$ cat config.mk
export PLATFORM = sky130hd
export DESIGN_NAME = helio_sweep_ctrl_flat
export DESIGN_NICKNAME = d
export VERILOG_FILES = /design/src/rtl/helio_pkg.sv /design/src/rtl/helio_sweep_ctrl_if.sv /design/src/rtl/helio_ms_tick.sv /design/src/rtl/helio_sweep_ctrl.sv /design/src/flat_wrapper.sv
export SDC_FILE = /design/constraint.sdc
export NUM_CORES = 1
export LEC_CHECK = 0
export CORE_MARGIN = 4
export CORE_UTILIZATION = 35
export CTS_CLUSTER_DIAMETER = 60
export CTS_CLUSTER_SIZE = 16
export DETAILED_ROUTE_END_ITERATION = 8
export HOLD_SLACK_MARGIN = 0.15
export SLEW_MARGIN = 10
export SYNTH_ARGS = -nofsm -noshare
export SYNTH_HDL_FRONTEND = slang
export SYNTH_SLANG_ARGS = --single-unit
$ cat constraint.sdc
create_clock -name clk -period 3 [get_ports clk]
set_clock_uncertainty 0.15 [all_clocks]
set_input_delay 0.3 -clock clk [delete_from_list [all_inputs] [get_ports clk]]
set_output_delay 0.3 -clock clk [all_outputs]
set_load 0.01 [all_outputs]
$ cat src/rtl/helio_pkg.sv
// -----------------------------------------------------------------------------
// helio_pkg
// Shared HelioSmart definitions: default servo code width, lux width, the sweep
// controller state encoding, the mode codes produced by the mode FSM, and a
// couple of constant helpers used to size delay counters.
// -----------------------------------------------------------------------------
package helio_pkg;

  localparam int POS_W = 8;
  localparam int LUX_W = 16;

  typedef enum logic [2:0] {
    ST_IDLE   = 3'd0,
    ST_MOVE   = 3'd1,
    ST_SETTLE = 3'd2,
    ST_REQ    = 3'd3,
    ST_WAIT   = 3'd4,
    ST_PARK   = 3'd5,
    ST_HOLD   = 3'd6
  } sweep_state_t;

  typedef enum logic [1:0] {
    MODE_STANDBY = 2'd0,
    MODE_AUTO    = 2'd1,
    MODE_MANUAL  = 2'd2
  } mode_t;

  function automatic int max3(input int a, input int b, input int c);
    int m;
    m = (a > b) ? a : b;
    return (m > c) ? m : c;
  endfunction

  // Bits needed to hold values 0..max_val (never less than one bit).
  function automatic int cnt_width(input int max_val);
    if (max_val < 1) return 1;
    return $clog2(max_val + 1);
  endfunction

endpackage

$ cat src/rtl/helio_sweep_ctrl_if.sv
// -----------------------------------------------------------------------------
// helio_sweep_ctrl_if
// Measurement handshake between the sweep controller and the BH1750 driver.
//   lux_str  : one-cycle start pulse, controller -> driver
//   lux_busy : driver busy flag, driver -> controller
//   lux_data : measurement result, valid when lux_busy falls
// Modports: master = sweep controller, slave = BH1750 driver.
// -----------------------------------------------------------------------------
interface helio_sweep_ctrl_if;
  import helio_pkg::*;

  logic             lux_str;
  logic             lux_busy;
  logic [LUX_W-1:0] lux_data;

  modport master (output lux_str, input lux_busy, input lux_data);
  modport slave  (input lux_str, output lux_busy, output lux_data);
endinterface

$ cat src/rtl/helio_ms_tick.sv
// -----------------------------------------------------------------------------
// helio_ms_tick
// Free-running prescaler: one-cycle tick every CLK_HZ/1000 clock cycles.
// Shared by the HelioSmart timers.
// Ports:
//   clk  : system clock
//   _rst : asynchronous active-low reset
//   tick : one-cycle pulse once per millisecond
// -----------------------------------------------------------------------------
module helio_ms_tick #(
  parameter int CLK_HZ = 50_000_000
) (
  input  logic clk,
  input  logic _rst,
  output logic tick
);

  localparam int DIV = (CLK_HZ / 1000 < 1) ? 1 : CLK_HZ / 1000;
  localparam int W   = (DIV > 1) ? $clog2(DIV) : 1;
  localparam logic [W-1:0] LAST = W'(DIV - 1);

  logic [W-1:0] cnt;

  // NOTE: clocked state uses non-blocking (<=) so every flop samples the
  // pre-edge values of the others; blocking here would create order races.
  always_ff @(posedge clk or negedge _rst) begin
    if (!_rst) begin
      cnt <= '0;
    end else if (cnt == LAST) begin
      cnt <= '0;
    end else begin
      cnt <= cnt + W'(1);
    end
  end

  assign tick = (cnt == LAST);

endmodule

$ cat src/rtl/helio_sweep_ctrl.sv
// -----------------------------------------------------------------------------
// helio_sweep_ctrl
// Sun-seeking sweep controller (auto mode). Steps the servo target across
// 0, STEP, 2*STEP ... <= POS_MAX, takes one BH1750 measurement per step after a
// settle delay, then parks at the brightest position (first maximum wins) and
// waits REFRESH_MS before re-sweeping. en low or abort high drops any sweep in
// progress back to IDLE while keeping pos and best_lux.
//
// Optional feature: define HELIO_LUX_TIMEOUT_EN to bound each measurement by
// TIMEOUT_MS; an expired measurement counts as 0 lux and sets sticky lux_err.
// Without it, WAIT waits indefinitely and lux_err stays 0.
//
// Ports:
//   clk, _rst  : clock, asynchronous active-low reset
//   en         : auto mode active
//   abort      : abort request (level)
//   lux        : BH1750 handshake (helio_sweep_ctrl_if.master)
//   pos        : servo target code
//   best_lux   : peak illuminance of the last completed sweep
//   sweeping   : high in MOVE/SETTLE/REQ/WAIT
//   done       : one-cycle pulse while parking
//   lux_err    : sticky measurement-timeout flag, cleared on sweep start
// -----------------------------------------------------------------------------
module helio_sweep_ctrl #(
  parameter int CLK_HZ     = 50_000_000,
  parameter int POS_W      = 8,
  parameter int POS_MAX    = 180,
  parameter int STEP       = 15,
  parameter int SETTLE_MS  = 200,
  parameter int TIMEOUT_MS = 300,
  parameter int REFRESH_MS = 60_000
) (
  input  logic                        clk,
  input  logic                        _rst,
  input  logic                        en,
  input  logic                        abort,
  helio_sweep_ctrl_if.master          lux,
  output logic [POS_W-1:0]            pos,
  output logic [helio_pkg::LUX_W-1:0] best_lux,
  output logic                        sweeping,
  output logic                        done,
  output logic                        lux_err
);
  import helio_pkg::*;

  localparam int CNT_W = cnt_width(max3(SETTLE_MS, TIMEOUT_MS, REFRESH_MS));
  localparam logic [CNT_W-1:0] SETTLE_LD  = CNT_W'(SETTLE_MS);
  localparam logic [CNT_W-1:0] TIMEOUT_LD = CNT_W'(TIMEOUT_MS);
  localparam logic [CNT_W-1:0] REFRESH_LD = CNT_W'(REFRESH_MS);
  // One extra bit so k + STEP can exceed the code range without wrapping.
  localparam logic [POS_W:0]   POS_MAX_X  = (POS_W+1)'(POS_MAX);
  localparam logic [POS_W:0]   STEP_X     = (POS_W+1)'(STEP);

  sweep_state_t state, state_next;

  logic [POS_W-1:0] k, k_next;
  logic [POS_W-1:0] best_pos, best_pos_next;
  logic [POS_W-1:0] pos_next;
  logic [LUX_W-1:0] cur_best, cur_best_next;
  logic [LUX_W-1:0] best_lux_next;
  logic [CNT_W-1:0] dly_cnt, dly_cnt_next;
  logic             seen_busy, seen_busy_next;
  logic             err_q, err_next;

  logic             tick;
  logic             stop_req;
  logic             meas_done;
  logic [LUX_W-1:0] sample;
  logic [POS_W:0]   k_sum;

  helio_ms_tick #(.CLK_HZ(CLK_HZ)) u_ms_tick (
    .clk  (clk),
    ._rst (_rst),
    .tick (tick)
  );

  assign stop_req = !en || abort;
  assign k_sum    = {1'b0, k} + STEP_X;

  always_ff @(posedge clk or negedge _rst) begin
    if (!_rst) state <= ST_IDLE;
    else       state <= state_next;
  end

  always_ff @(posedge clk or negedge _rst) begin
    if (!_rst) begin
      k         <= '0;
      best_pos  <= '0;
      cur_best  <= '0;
      pos       <= '0;
      best_lux  <= '0;
      dly_cnt   <= '0;
      seen_busy <= 1'b0;
      err_q     <= 1'b0;
    end else begin
      k         <= k_next;
      best_pos  <= best_pos_next;
      cur_best  <= cur_best_next;
      pos       <= pos_next;
      best_lux  <= best_lux_next;
      dly_cnt   <= dly_cnt_next;
      seen_busy <= seen_busy_next;
      err_q     <= err_next;
    end
  end

  // NOTE: every signal written here gets a default first, so no path through
  // the case can leave one unassigned and infer a latch.
  always_comb begin
    state_next     = state;
    k_next         = k;
    best_pos_next  = best_pos;
    cur_best_next  = cur_best;
    pos_next       = pos;
    best_lux_next  = best_lux;
    dly_cnt_next   = dly_cnt;
    seen_busy_next = seen_busy;
    err_next       = err_q;
    meas_done      = 1'b0;
    sample         = '0;

    if (state != ST_IDLE && stop_req) begin
      // Discard the sweep; outputs hold whatever they showed.
      state_next = ST_IDLE;
    end else begin
      unique case (state)
        ST_IDLE: begin
          if (en && !abort) begin
            state_next    = ST_MOVE;
            k_next        = '0;
            pos_next      = '0;
            cur_best_next = '0;
            best_pos_next = '0;
            err_next      = 1'b0;
          end
        end

        ST_MOVE: begin
          dly_cnt_next = SETTLE_LD;
          state_next   = ST_SETTLE;
        end

        ST_SETTLE: begin
          if (dly_cnt == '0)  state_next   = ST_REQ;
          else if (tick)      dly_cnt_next = dly_cnt - CNT_W'(1);
        end

        ST_REQ: begin
          // lux_str is high in this cycle exactly when this branch is taken.
          if (!lux.lux_busy) begin
            state_next     = ST_WAIT;
            seen_busy_next = 1'b0;
            dly_cnt_next   = TIMEOUT_LD;
          end
        end

        ST_WAIT: begin
          if (!seen_busy) begin
            if (lux.lux_busy) seen_busy_next = 1'b1;
          end else if (!lux.lux_busy) begin
            meas_done = 1'b1;
            sample    = lux.lux_data;
          end
`ifdef HELIO_LUX_TIMEOUT_EN
          if (!meas_done) begin
            if (dly_cnt == '0) begin
              meas_done = 1'b1;
              sample    = '0;
              err_next  = 1'b1;
            end else if (tick) begin
              dly_cnt_next = dly_cnt - CNT_W'(1);
            end
          end
`endif
          if (meas_done) begin
            if (sample > cur_best) begin
              cur_best_next = sample;
              best_pos_next = k;
            end
            if (k_sum <= POS_MAX_X) begin
              k_next     = k_sum[POS_W-1:0];
              pos_next   = k_sum[POS_W-1:0];
              state_next = ST_MOVE;
            end else begin
              // Park target and result become visible together with done.
              pos_next      = best_pos_next;
              best_lux_next = cur_best_next;
              state_next    = ST_PARK;
            end
          end
        end

        ST_PARK: begin
          dly_cnt_next = REFRESH_LD;
          state_next   = ST_HOLD;
        end

        ST_HOLD: begin
          if (dly_cnt == '0)  state_next   = ST_IDLE;
          else if (tick)      dly_cnt_next = dly_cnt - CNT_W'(1);
        end

        default: state_next = ST_IDLE;
      endcase
    end
  end

  // Mealy start pulse: gated by busy so it can never fire into a busy driver,
  // and by stop_req so an abort in REQ issues no request.
  assign lux.lux_str = (state == ST_REQ) && !lux.lux_busy && !stop_req;

  assign sweeping = (state == ST_MOVE) || (state == ST_SETTLE) ||
                    (state == ST_REQ)  || (state == ST_WAIT);
  assign done     = (state == ST_PARK);
  assign lux_err  = err_q;

endmodule

$ cat src/flat_wrapper.sv
// flat-port wrapper written by rule: the top's interface ports become plain ports
module helio_sweep_ctrl_flat import helio_pkg::*;
#(
  parameter int CLK_HZ     = 50_000_000,
  parameter int POS_W      = 8,
  parameter int POS_MAX    = 180,
  parameter int STEP       = 15,
  parameter int SETTLE_MS  = 200,
  parameter int TIMEOUT_MS = 300,
  parameter int REFRESH_MS = 60_000
)
  (clk, _rst, en, abort, pos, best_lux, sweeping, done, lux_err, lux_lux_str, lux_lux_busy, lux_lux_data);
  helio_sweep_ctrl_if lux_i ();
  input  logic clk;
  input  logic _rst;
  input  logic en;
  input  logic abort;
  output logic [POS_W-1:0] pos;
  output logic [helio_pkg::LUX_W-1:0] best_lux;
  output logic sweeping;
  output logic done;
  output logic lux_err;
  output wire logic [$bits(lux_i.lux_str)-1:0] lux_lux_str;
  input wire logic [$bits(lux_i.lux_busy)-1:0] lux_lux_busy;
  input wire logic [$bits(lux_i.lux_data)-1:0] lux_lux_data;
  assign lux_lux_str = lux_i.lux_str;
  assign lux_i.lux_busy = lux_lux_busy;
  assign lux_i.lux_data = lux_lux_data;
  helio_sweep_ctrl #(.CLK_HZ(CLK_HZ), .POS_W(POS_W), .POS_MAX(POS_MAX), .STEP(STEP), .SETTLE_MS(SETTLE_MS), .TIMEOUT_MS(TIMEOUT_MS), .REFRESH_MS(REFRESH_MS)) u_core (.clk(clk), ._rst(_rst), .en(en), .abort(abort), .lux(lux_i), .pos(pos), .best_lux(best_lux), .sweeping(sweeping), .done(done), .lux_err(lux_err));
endmodule
==> flow_summary.toml, run 1 <==
[run_status]
status = "finished, violations left"
violations = "negative setup slack"

[setup_path]
reg2reg_depth = 12
cp_slowest_cell = "dfrtp_1"
reg2reg_setup_slack_ns = -0.09
worst_path_dominant_cell_family = "compound AO/OA/AOI/OAI gates"
rr_startpoint = "u_core.seen_busy"
startpoint_type = "flop"
crit_chain = "nor2b_4 > buf_6 > buf_6 > and2_4 > ha_4 > nand2_2 > nor4_2 > a21bo_2 > a41oi_4 > buf_6 > mux2_4 > a221o_1"
cpPeakStageDelay_ns = 0.38
r2r-end = "u_core.pos[5]"
critPathLaunch = "u_core.seen_busy"
end_kind = "flop"
critical_path_class = "flop to flop"
required_ns = 3.09
cpMostUsedCell = "buf_6"
path_buf_inv = 3
arrival_ns = 3.17
path_max_fanout = 5

[clocking]
clk_path_buf_depth = 2
cts_tree = "built"
ctsHtreeMaxLevel = 3
root_buffer = "clkbuf_16"
numCtsBuffers = 9
clk_pin_slew_ns = 0.06
numClockSinks = 92
clk_latency_ns = 0.36

[floorplan]
row_count = 45
ios = 49
die-area_um2 = 18000
die_h_um = 134
die_w_um = 134
start_util_pct = 36.1
coreArea_um2 = 15400

[sta]
whs_ns = 0.341
layout_setup_ws_ns = -0.0863
max_slew_margin_pct = 47.7
tightest_slew_ns = 0.777
setup_viol = 31
rsz0062_at_grt = "yes"
fmax_ghz = 0.324
hold_viol = 0
period_minus_slack_ns = 3.09
timing.final.crit_share_pct = 103
final_max_slew_viol_count = 0

[logic_synthesis]
synthMuxAreaShare_pct = 4.35
syn-cell-area_um2 = 5570
yosys_register_bits = 92
synth_top_family_by_area = "compound AO/OA/AOI/OAI gates"
synth_cell_type_count = 79
synth-compound-area-share_pct = 22.1
synth.yosys.seq_area_share_pct = 41.3
synth_edf_count = 0
ys_warn_count = 0
syn_nets = 629
synth-simple-area-share_pct = 19.0
synthFlopType = "dfrtp_1"
synth.avg_cell_area_um2 = 9.48
synth_cells = 588
synthXorXnorAreaFrac_pct = 2.83
synthAdderAreaFrac_pct = 4.49
async_reset_ff_share_pct = 100

[final_layout]
final_common_cell = "dfrtp_1"
drive_gt1_share_pct = 24.9
layout_common_cells = "dfrtp_1 (92), buf_4 (56), nand2_1 (53), o21ai_0 (49), clkdlybuf4s50_1 (45)"
n_fill_cell = 1451
regArea_um2 = 2300
fin_nets = 719
diodes = 0
multi_input_comb_area_um2 = 3260
syn_to_final_growth_pct = 31.6

[global_routing]
grt_pass1_wl_um = 25600
gr-usage-met1_pct = 23.5
grt_pass1_vias = 5023
antenna_found_initial = 0
grt_use_total_pct = 17.3
grt_busiest_layer = "met2"
gr-total-overflow = 0
met3_usage_pct = 4.65
grt_max_degree = 53
use_met2_pct = 27.9

[drt]
wl_um = 15300
drt_iter0_drc = 426
drcViolationCount = 0
antenna_left = 0
wl_per_cell_um = 17.1
vias = 4792
first_pass_iters = 5
vias_per_cell = 5.36

[flow_run]
cap_viol_max_count = 0

[pwr]
p_leak_nw = 3.04
cellPowerDensity_nw_per_um2 = 449
peakVddDrop_mv = 0.321

[place]
io_buffers = 47
gp_congestion = 0.845
pre_cts_ws_ns = -0.486
dp_hpwl_um = 10200

[hold_path]
holdPathStages = 1
hold_start = "u_core.u_ms_tick.cnt[0]"
holdPathEnd = "u_core.u_ms_tick.cnt[0]"
worstHoldPathType = "flop to flop"
## cell families after synthesis
family | Yosys count
multiplexers | 24
AND/OR/NAND/NOR | 199
adder cells (fa/ha/maj) | 20
buffers and inverters | 66
XOR/XNOR | 18
other | 1
AO/OA/AOI/OAI | 168
flip-flops | 92
## cells in the mapped netlist, types with 3 or more instances
library cell,n,area share (%)
dfrtp_1,92,41
buf_6,8,1.6
ha_1,20,4.5
and3_1,5,0.56
nor4_1,4,0.45
nand4_1,5,0.56
and2_1,18,2.0
xnor2_1,9,1.4
nor3_1,10,0.90
mux2i_1,22,4.0
a22o_1,16,2.5
nand3_1,13,1.2
nand2_1,56,3.8
o2bb2ai_1,5,0.79
a31oi_1,3,0.34
o211ai_2,6,1.3
o41ai_1,3,0.47
a21oi_1,18,1.6
o221ai_1,11,1.7
xor2_1,9,1.4
o21ai_0,50,4.5
nand2b_1,4,0.45
clkbuf_1,16,1.1
o31ai_1,3,0.40
inv_1,26,1.8
or3_1,18,2.0
o21ai_1,18,1.6
a21o_1,3,0.40
nor2b_1,11,1.2
nor2_1,34,2.3
buf_2,15,1.3
## metal layers
metal | wire length (um) | share of wire, %
met1 | 7280 | 48
met2 | 7360 | 48
met3 | 560 | 3.7
met4 | 99 | 0.65
met5 | 0 | 0
## worst reg2reg max path: stages, from the launching register on
cell and delay (ns):
dfrtp_1 0.38, nor2b_4 0.15, buf_6 0.14, buf_6 0.13
and2_4 0.16, ha_4 0.27, nand2_2 0.06, nor4_2 0.30
a21bo_2 0.29, a41oi_4 0.19, buf_6 0.16, mux2_4 0.30
a221o_1 0.28
## sequential cells by signal (all words and copies together) (netlist names)
register	count
u_core.best_lux	16
u_core.best_pos	8
u_core.cur_best	16
u_core.dly_cnt	16
u_core.k	8
u_core.pos	8
u_core.seen_busy	1
u_core.state	3
u_core.u_ms_tick.cnt	16
## metrics by stage
step | TNS (ns) | power, mW | cell area (um^2) | std cells | utilization (%)
2_1_floorplan | 0 | 1.70 | 5570 | 588 | -
3_3_place_gp | -16.45 | 1.87 | 6480 | 857 | 42.0
3_5_place_dp | -18.41 | 1.88 | 6480 | 857 | 42.0
4_1_cts | -0.300 | 3.25 | 7050 | 888 | 45.7
5_1_grt | -4.95 | 3.44 | 7330 | 894 | 47.5
6_report | -1.07 | 3.29 | 7330 | 894 | 47.5
## power by group
group	total (mW)	leakage (nW)	switching [mW]	internal [mW]
Combinational	0.731	1.62	0.359	0.373
Clock	1.26	0.162	0.508	0.753
Sequential	1.30	1.26	0.0365	1.27
Total	3.29	3.04	0.903	2.39
## how the worst max path moves through the flow
stage | to | slack (ns) | cells after the start
after floorplan | u_core.pos[5] | 0.02 | 11
after global placement | u_core.pos[7] | -0.40 | 13
after detailed placement | u_core.pos[3] | -0.49 | 13
after CTS | u_core.pos[5] | -0.04 | 12
after global routing | u_core.pos[3] | -0.18 | 14
final | u_core.pos[5] | -0.09 | 12
## timing repair
item,CTS,global route
buffers inserted,10,6
endpoints found under the hold margin,51,0
hold buffers,1,0
gates resized for setup,30,48
setup endpoints to repair,42,47
pin swaps,13,20
gates cloned,4,0
## cell type report
| type | instances | share of cell area (%) |
|---|---|---|
| clock buffer | 10 | 3.26 |
| clock inverter | 6 | 1.19 |
| multi-input combinational | 430 | 44.4 |
| inverter | 26 | 1.33 |
| timing repair buffer | 119 | 14.8 |
| sequential | 92 | 31.4 |
| tap | 211 | 3.60 |
Note: power is estimated with default switching activity, not from simulation.
==> run 2, diff against run 1 <==
Settings changed: CTS_CLUSTER_DIAMETER 60 to 30.
==> results of run 2 <==
Same layout as run 1: the final DEF is identical, and so are final timing and power.
